File: config.mk
export PLATFORM = sky130hd
export DESIGN_NAME = spi_txn_arbiter
export DESIGN_NICKNAME = d
export VERILOG_FILES = /design/src/rtl/spi_pkg.sv /design/src/rtl/rr_pick.sv /design/src/rtl/spi_txn_arbiter.sv
export SDC_FILE = /design/constraint.sdc
export NUM_CORES = 1
export LEC_CHECK = 0
export BUFFER_PORTS_ARGS = -buffer_cell sky130_fd_sc_hd__buf_2
export CAP_MARGIN = 20
export CORE_ASPECT_RATIO = 0.5
export CORE_MARGIN = 8
export CORE_UTILIZATION = 40
export CTS_CLUSTER_SIZE = 25
export DETAILED_ROUTE_END_ITERATION = 6
export GPL_ROUTABILITY_DRIVEN = 0
export PLACE_DENSITY_LB_ADDON = 0.1
export SLEW_MARGIN = 20
export SYNTH_ARGS = -nofsm -noshare
export SYNTH_HDL_FRONTEND = slang
export SYNTH_SLANG_ARGS = --single-unit
File: constraint.sdc
create_clock -name clk -period 4.6 [get_ports clk]
set_clock_uncertainty 0.1 [all_clocks]
set_input_delay 0.23 -clock clk [delete_from_list [all_inputs] [get_ports clk]]
set_output_delay 0.23 -clock clk [all_outputs]
set_load 0.005 [all_outputs]
File: src/rtl/spi_pkg.sv
// spi_pkg: shared state encoding, descriptor type and field widths for the SPI transaction arbiter
package spi_pkg;
  localparam int MODE_W = 2;
  localparam int CMD_W  = 6;
  localparam int SEND_W = 10;
  localparam int RESP_W = 6;
  localparam int RECV_W = 10;
  localparam int DESC_W = MODE_W + 1 + CMD_W + SEND_W + RESP_W + RECV_W;
  typedef enum logic [2:0] {
    S_IDLE,
    S_SETTLE,
    S_LAUNCH,
    S_BUSY,
    S_DONE
  } state_t;
  typedef struct packed {
    logic [MODE_W-1:0] mode;
    logic              clk_ss;
    logic [CMD_W-1:0]  cmd;
    logic [SEND_W-1:0] send;
    logic [RESP_W-1:0] resp;
    logic [RECV_W-1:0] recv;
  } desc_t;
endpackage

File: src/rtl/rr_pick.sv
// rr_pick: combinational round-robin picker, first set request after i_ptr with wrap
module rr_pick #(
  parameter int N  = 4,
  parameter int IW = $clog2(N)
) (
  input  logic [N-1:0]  i_req,
  input  logic [IW-1:0] i_ptr,
  output logic [N-1:0]  o_gnt,
  output logic [IW-1:0] o_idx
);
  logic          w_hit;
  logic [IW-1:0] w_j;
  // walk ptr+1 .. ptr+N modulo N and keep the first requester found
  always_comb begin
    o_gnt = '0;
    o_idx = '0;
    w_hit = 1'b0;
    w_j   = '0;
    for (int k = 1; k <= N; k++) begin
      w_j = IW'((int'(i_ptr) + k) % N);
      if (!w_hit && i_req[w_j]) begin
        w_hit      = 1'b1;
        o_gnt[w_j] = 1'b1;
        o_idx      = w_j;
      end
    end
  end
endmodule

File: src/rtl/spi_txn_arbiter.sv
// spi_txn_arbiter: round-robin sharing of one SPI master between N requesters
module spi_txn_arbiter
  import spi_pkg::*;
#(
  parameter int N          = 4,
  parameter int SETTLE_CYC = 256,
  parameter int LAUNCH_TO  = 4096
) (
  input  logic                clk,
  input  logic                rst_n,
  input  logic [N-1:0]        req,
  input  logic [2*N-1:0]      req_mode,
  input  logic [N-1:0]        req_clk_ss,
  input  logic [CMD_W*N-1:0]  req_cmd_len,
  input  logic [SEND_W*N-1:0] req_send_len,
  input  logic [RESP_W*N-1:0] req_resp_len,
  input  logic [RECV_W*N-1:0] req_recv_len,
  output logic [N-1:0]        gnt,
  output logic [N-1:0]        done,
  output logic [N-1:0]        err,
  output logic                resp_ok,
  output logic                spi_start,
  output logic [MODE_W-1:0]   spi_mode,
  output logic                spi_clk_ss,
  output logic [CMD_W-1:0]    spi_cmd_len,
  output logic [SEND_W-1:0]   spi_send_len,
  output logic [RESP_W-1:0]   spi_resp_len,
  output logic [RECV_W-1:0]   spi_recv_len,
  input  logic                busy_spi,
  input  logic                valid_response,
  input  logic                valid_spi
);
  localparam int IW = $clog2(N);
  localparam int SW = $clog2(SETTLE_CYC + 1);
  localparam int TW = $clog2(LAUNCH_TO + 1);
  state_t        r_state;
  logic [IW-1:0] r_ptr;
  logic [SW-1:0] r_set_cnt;
  logic [TW-1:0] r_to_cnt;
  logic          r_busy_q;
  logic [N-1:0]  w_gnt;
  logic [IW-1:0] w_idx;
  desc_t         w_desc [N];
  desc_t         w_sel;
  for (genvar i = 0; i < N; i++) begin : g_desc
    assign w_desc[i] = '{
      mode:   req_mode[MODE_W*i +: MODE_W],
      clk_ss: req_clk_ss[i],
      cmd:    req_cmd_len[CMD_W*i +: CMD_W],
      send:   req_send_len[SEND_W*i +: SEND_W],
      resp:   req_resp_len[RESP_W*i +: RESP_W],
      recv:   req_recv_len[RECV_W*i +: RECV_W]
    };
  end
  assign w_sel = w_desc[w_idx];
  rr_pick #(.N(N), .IW(IW)) u_pick (
    .i_req (req),
    .i_ptr (r_ptr),
    .o_gnt (w_gnt),
    .o_idx (w_idx)
  );
  // transaction FSM; spi_* config is only loaded on the grant so it stays frozen mid-transfer
  always_ff @(posedge clk or negedge rst_n) begin
    if (!rst_n) begin
      r_state      <= S_IDLE;
      r_ptr        <= IW'(N - 1);
      r_set_cnt    <= '0;
      r_to_cnt     <= '0;
      r_busy_q     <= 1'b0;
      gnt          <= '0;
      done         <= '0;
      err          <= '0;
      resp_ok      <= 1'b0;
      spi_start    <= 1'b0;
      spi_mode     <= '0;
      spi_clk_ss   <= 1'b0;
      spi_cmd_len  <= '0;
      spi_send_len <= '0;
      spi_resp_len <= '0;
      spi_recv_len <= '0;
    end else begin
      done     <= '0;
      err      <= '0;
      r_busy_q <= busy_spi;
      case (r_state)
        S_IDLE: if (|req) begin
          spi_mode     <= w_sel.mode;
          spi_clk_ss   <= w_sel.clk_ss;
          spi_cmd_len  <= w_sel.cmd;
          spi_send_len <= w_sel.send;
          spi_resp_len <= w_sel.resp;
          spi_recv_len <= w_sel.recv;
          gnt          <= w_gnt;
          r_ptr        <= w_idx;
          r_set_cnt    <= '0;
          r_state      <= S_SETTLE;
        end
        S_SETTLE: if (!req[r_ptr]) begin
          gnt     <= '0;
          r_state <= S_IDLE;
        end else if (r_set_cnt == SW'(SETTLE_CYC - 1)) begin
          spi_start <= 1'b1;
          r_to_cnt  <= '0;
          r_state   <= S_LAUNCH;
        end else begin
          r_set_cnt <= r_set_cnt + 1'b1;
        end
        S_LAUNCH: if (busy_spi) begin
          spi_start <= 1'b0;
          r_state   <= S_BUSY;
        end else if (r_to_cnt == TW'(LAUNCH_TO - 1)) begin
          spi_start <= 1'b0;
          err       <= N'(1) << r_ptr;
          gnt       <= '0;
          r_state   <= S_IDLE;
        end else begin
          r_to_cnt <= r_to_cnt + 1'b1;
        end
        S_BUSY: if (r_busy_q && !busy_spi) begin
          resp_ok <= valid_response;
          gnt     <= '0;
          r_state <= S_DONE;
        end
        S_DONE: begin
          done    <= N'(1) << r_ptr;
          r_state <= S_IDLE;
        end
        default: r_state <= S_IDLE;
      endcase
    end
  end
  a_valid_in_txn: assert property (@(posedge clk) disable iff (!rst_n)
    valid_spi |-> (r_state == S_BUSY || r_state == S_DONE));
endmodule

==> flow_metrics.tcl <==
set metrics [dict create \
    synthesis.nets 671 \
    max-clock-path-buffers 2 \
    detail_route.wirelength_um 15990 \
    fin_util_pct 53.49 \
    mostFrequentLayoutCells "sky130_fd_sc_hd__buf_2 (195), sky130_fd_sc_hd__dfrtp_1 (75), sky130_fd_sc_hd__nand2_1 (51)" \
    cellPowerDensity_nw_per_um2 675.8 \
    design.portCount 198 \
    synth.distinct_cells 47 \
    drtAntennaViolNets 0 \
    cts_resized 0 \
    drt-pass1-iter-count 6 \
    syn_area_per_cell_um2 9.684 \
    outcome "completed" \
    ys_ff_latch 77 \
    postCtsSetupRepairBufs 0 \
    final_min_period_over_clock_period_pct 78.31 \
    worstSetupStartpointType "register" \
    place.port_buffers 196 \
    post_synth_edffs 0 \
    antenna_found_initial 1 \
    grt_setup_unrepaired "false" \
    final_common_cell "sky130_fd_sc_hd__buf_2" \
    largest_net_degree_at_the_start_of_global_routing 78 \
    netlist_area_um2 4948 \
    critPathMaxFanout 18 \
    critical_path_endpoint_category "register" \
    critical_path_required_ns 4.69 \
    post-route-drc-count 0 \
    postSynth.asyncResetShare_pct 100.0 \
    clkLatencyLatePin_ns 0.33 \
    dieWidth_um 173.3 \
    timing.final.max_slew_violations 0 \
    setup_violations 0 \
    final-hold-violation-count 0 \
    avgRoutedWirePerCell_um 18.60 \
    post_route_cells_drive_above_1_share_pct 38.99 \
    fin_setup_tns_ns 0 \
    critPathKind "reg2reg" \
    portion_of_synthesized_cell_area_occupied_by_the_leading_cell_type_pct 37.93 \
    max_freq_ghz 0.2776 \
    via_count_of_the_first_global_routing_pass 4916 \
    worst-slew-pin-transition_ns 0.8687 \
    h-tree-depth 3 \
    finalWorstPathRequiredPeriod_ns 3.602 \
    drt_iter0_drc 290 \
    area_growth_from_synthesis_to_layout_pct 29.13 \
    std_cell_rows 28 \
    globalRoute.totalOverflow 0 \
    total_leakage_power_uw 0.003069 \
    setup_slack_ns 0.9978 \
    clock_tree.root_cell "sky130_fd_sc_hd__clkbuf_16" \
    drv.max_cap_violation_count 0 \
    cts.sinks 77 \
    layout.area.seq_um2 1929 \
    hold_crit_path_type "in2reg" \
    die_area_um2 16400 \
    global_route_wire_length_before_repair_um 25190 \
    synth-main-ff-cell "sky130_fd_sc_hd__dfrtp_1" \
    arrival_ns 3.70 \
    post_dp_hpwl_um 11160 \
    floorplan.core_area_um2 11950 \
    slew_headroom_pct 42.09 \
    yosysTopAreaCell "sky130_fd_sc_hd__dfrtp_1" \
    worst_voltage_drop_across_the_vdd_grid_mv 0.3128 \
    synthesis.yosys.warnings 0 \
    cts_made_buffers 9 \
    start_util_pct 41.42 \
    antenna_cells 0 \
    routed_via_density 5.557 \
    top_cells_by_area_synth "sky130_fd_sc_hd__dfrtp_1 (38%), sky130_fd_sc_hd__mux2_2 (8.0%), sky130_fd_sc_hd__mux2i_1 (7.3%)" \
    detailedPlace.worstSlack_ns 0.9912 \
    via_count 4779 \
    final.fill_count 1125 \
    footprint_of_the_multi_input_gates_um2 2804 \
    nets 850 \
    die_height_um 94.65 \
    seq_area_frac_synth_pct 38.99 \
    grt_use_total_pct 18.88 \
    clkSlewWorstSetupHoldPaths_ns 0.06 \
    post_synth_inst_count 511 \
    tritoncts "built" \
]
## logic make-up after synthesis
group | synth area share (%)
buf+inv | 4.627
mux | 17.37
compound gates | 20.81
flops | 38.99
xor+xnor | 2.655
simple gates | 12.77
fa+ha+maj | 2.781
## where the power goes
part	switching (uW)	internal (uW)	leakage, uW
registers	134	892	0.000995
logic	1440	1110	0.00193
clock network	298	440	0.000147
## state kept, by name, summed over array words and instances, names as in the netlist
register,flops
spi_start,1
r_busy_q,1
r_set_cnt,9
spi_cmd_len,6
r_state,3
spi_clk_ss,1
r_to_cnt,13
resp_ok,1
gnt,4
spi_send_len,10
spi_recv_len,10
spi_resp_len,6
err,4
done,4
r_ptr,2
spi_mode,2
## final timing paths
kind | startpoint | to | slack (ns) | cells after the start
max in group asynchronous | rst_n | spi_mode[1] | 3.50 | 2
worst max-delay path | r_ptr[0] | spi_recv_len[7] | 1.0 | 8
worst min-delay path | valid_response | resp_ok | 0.03 | 2
worst max register to register | r_ptr[0] | spi_recv_len[7] | 1.0 | 8
worst min register to register | spi_resp_len[0] | spi_resp_len[0] | 0.39 | 2
min in group asynchronous | rst_n | resp_ok | 0.41 | 2
## through the flow
stage	total power [uW]	cells	hold WS [ns]	area, um2
global route	4632	860	0.01523	6390
global placement	3560	842	0.3267	6057
CTS	4360	859	0.003733	6376
finish	4319	860	0.03032	6390
detailed placement	3604	842	0.3333	6057
floorplan	2846	511	-0.1656	4949
## layer usage
layer  track usage (%)  routed length [um]  vias to the layer above
li1                  -                   -                     2301
met1             22.90                6843                     2295
met2             31.58                7698                      157
met3             6.930                1149                       24
met4             5.274                 287                        2
met5                 0                  12                        -
## critical path: stages (launching register included)
cell                       delay [ns]
sky130_fd_sc_hd__dfstp_2         0.60
sky130_fd_sc_hd__inv_1           0.18
sky130_fd_sc_hd__ha_1            0.40
sky130_fd_sc_hd__mux4_2          0.69
sky130_fd_sc_hd__o21ai_4         0.18
sky130_fd_sc_hd__o31a_2          0.61
sky130_fd_sc_hd__buf_12          0.26
sky130_fd_sc_hd__mux2i_1         0.28
sky130_fd_sc_hd__o221ai_1        0.15
## layout make-up
cell class	instances	area share (%)
Timing Repair Buffer	207	17.21
Multi-Input combinational cell	384	43.88
Tap cell	165	3.231
Sequential cell	77	30.19
Clock buffer	10	3.740
Clock inverter	6	1.097
Inverter	11	0.6462
## cells in the mapped netlist, types with 4 or more instances
cell type	n
sky130_fd_sc_hd__nor3_1	11
sky130_fd_sc_hd__mux2_2	35
sky130_fd_sc_hd__nor3b_1	6
sky130_fd_sc_hd__buf_6	5
sky130_fd_sc_hd__nand3_1	5
sky130_fd_sc_hd__xnor2_1	11
sky130_fd_sc_hd__o22ai_1	40
sky130_fd_sc_hd__and3_1	11
sky130_fd_sc_hd__ha_1	11
sky130_fd_sc_hd__a21oi_1	6
sky130_fd_sc_hd__inv_1	11
sky130_fd_sc_hd__a221oi_1	5
sky130_fd_sc_hd__nor4_1	5
sky130_fd_sc_hd__mux2i_1	36
sky130_fd_sc_hd__o221ai_1	34
sky130_fd_sc_hd__a22oi_1	4
sky130_fd_sc_hd__dfrtp_1	75
sky130_fd_sc_hd__o21ai_0	43
sky130_fd_sc_hd__nor2_1	29
sky130_fd_sc_hd__xor2_1	4
sky130_fd_sc_hd__clkbuf_1	31
sky130_fd_sc_hd__nand2_1	51
sky130_fd_sc_hd__mux4_2	4
## what timing repair did
| action | in CTS | in global routing |
|---|---|---|
| setup endpoints to repair | 0 | 0 |
| hold buffers | 1 | 1 |
| endpoints found under the hold margin | 1 | 75 |
No activity file was read; power rests on OpenSTA's default activity.
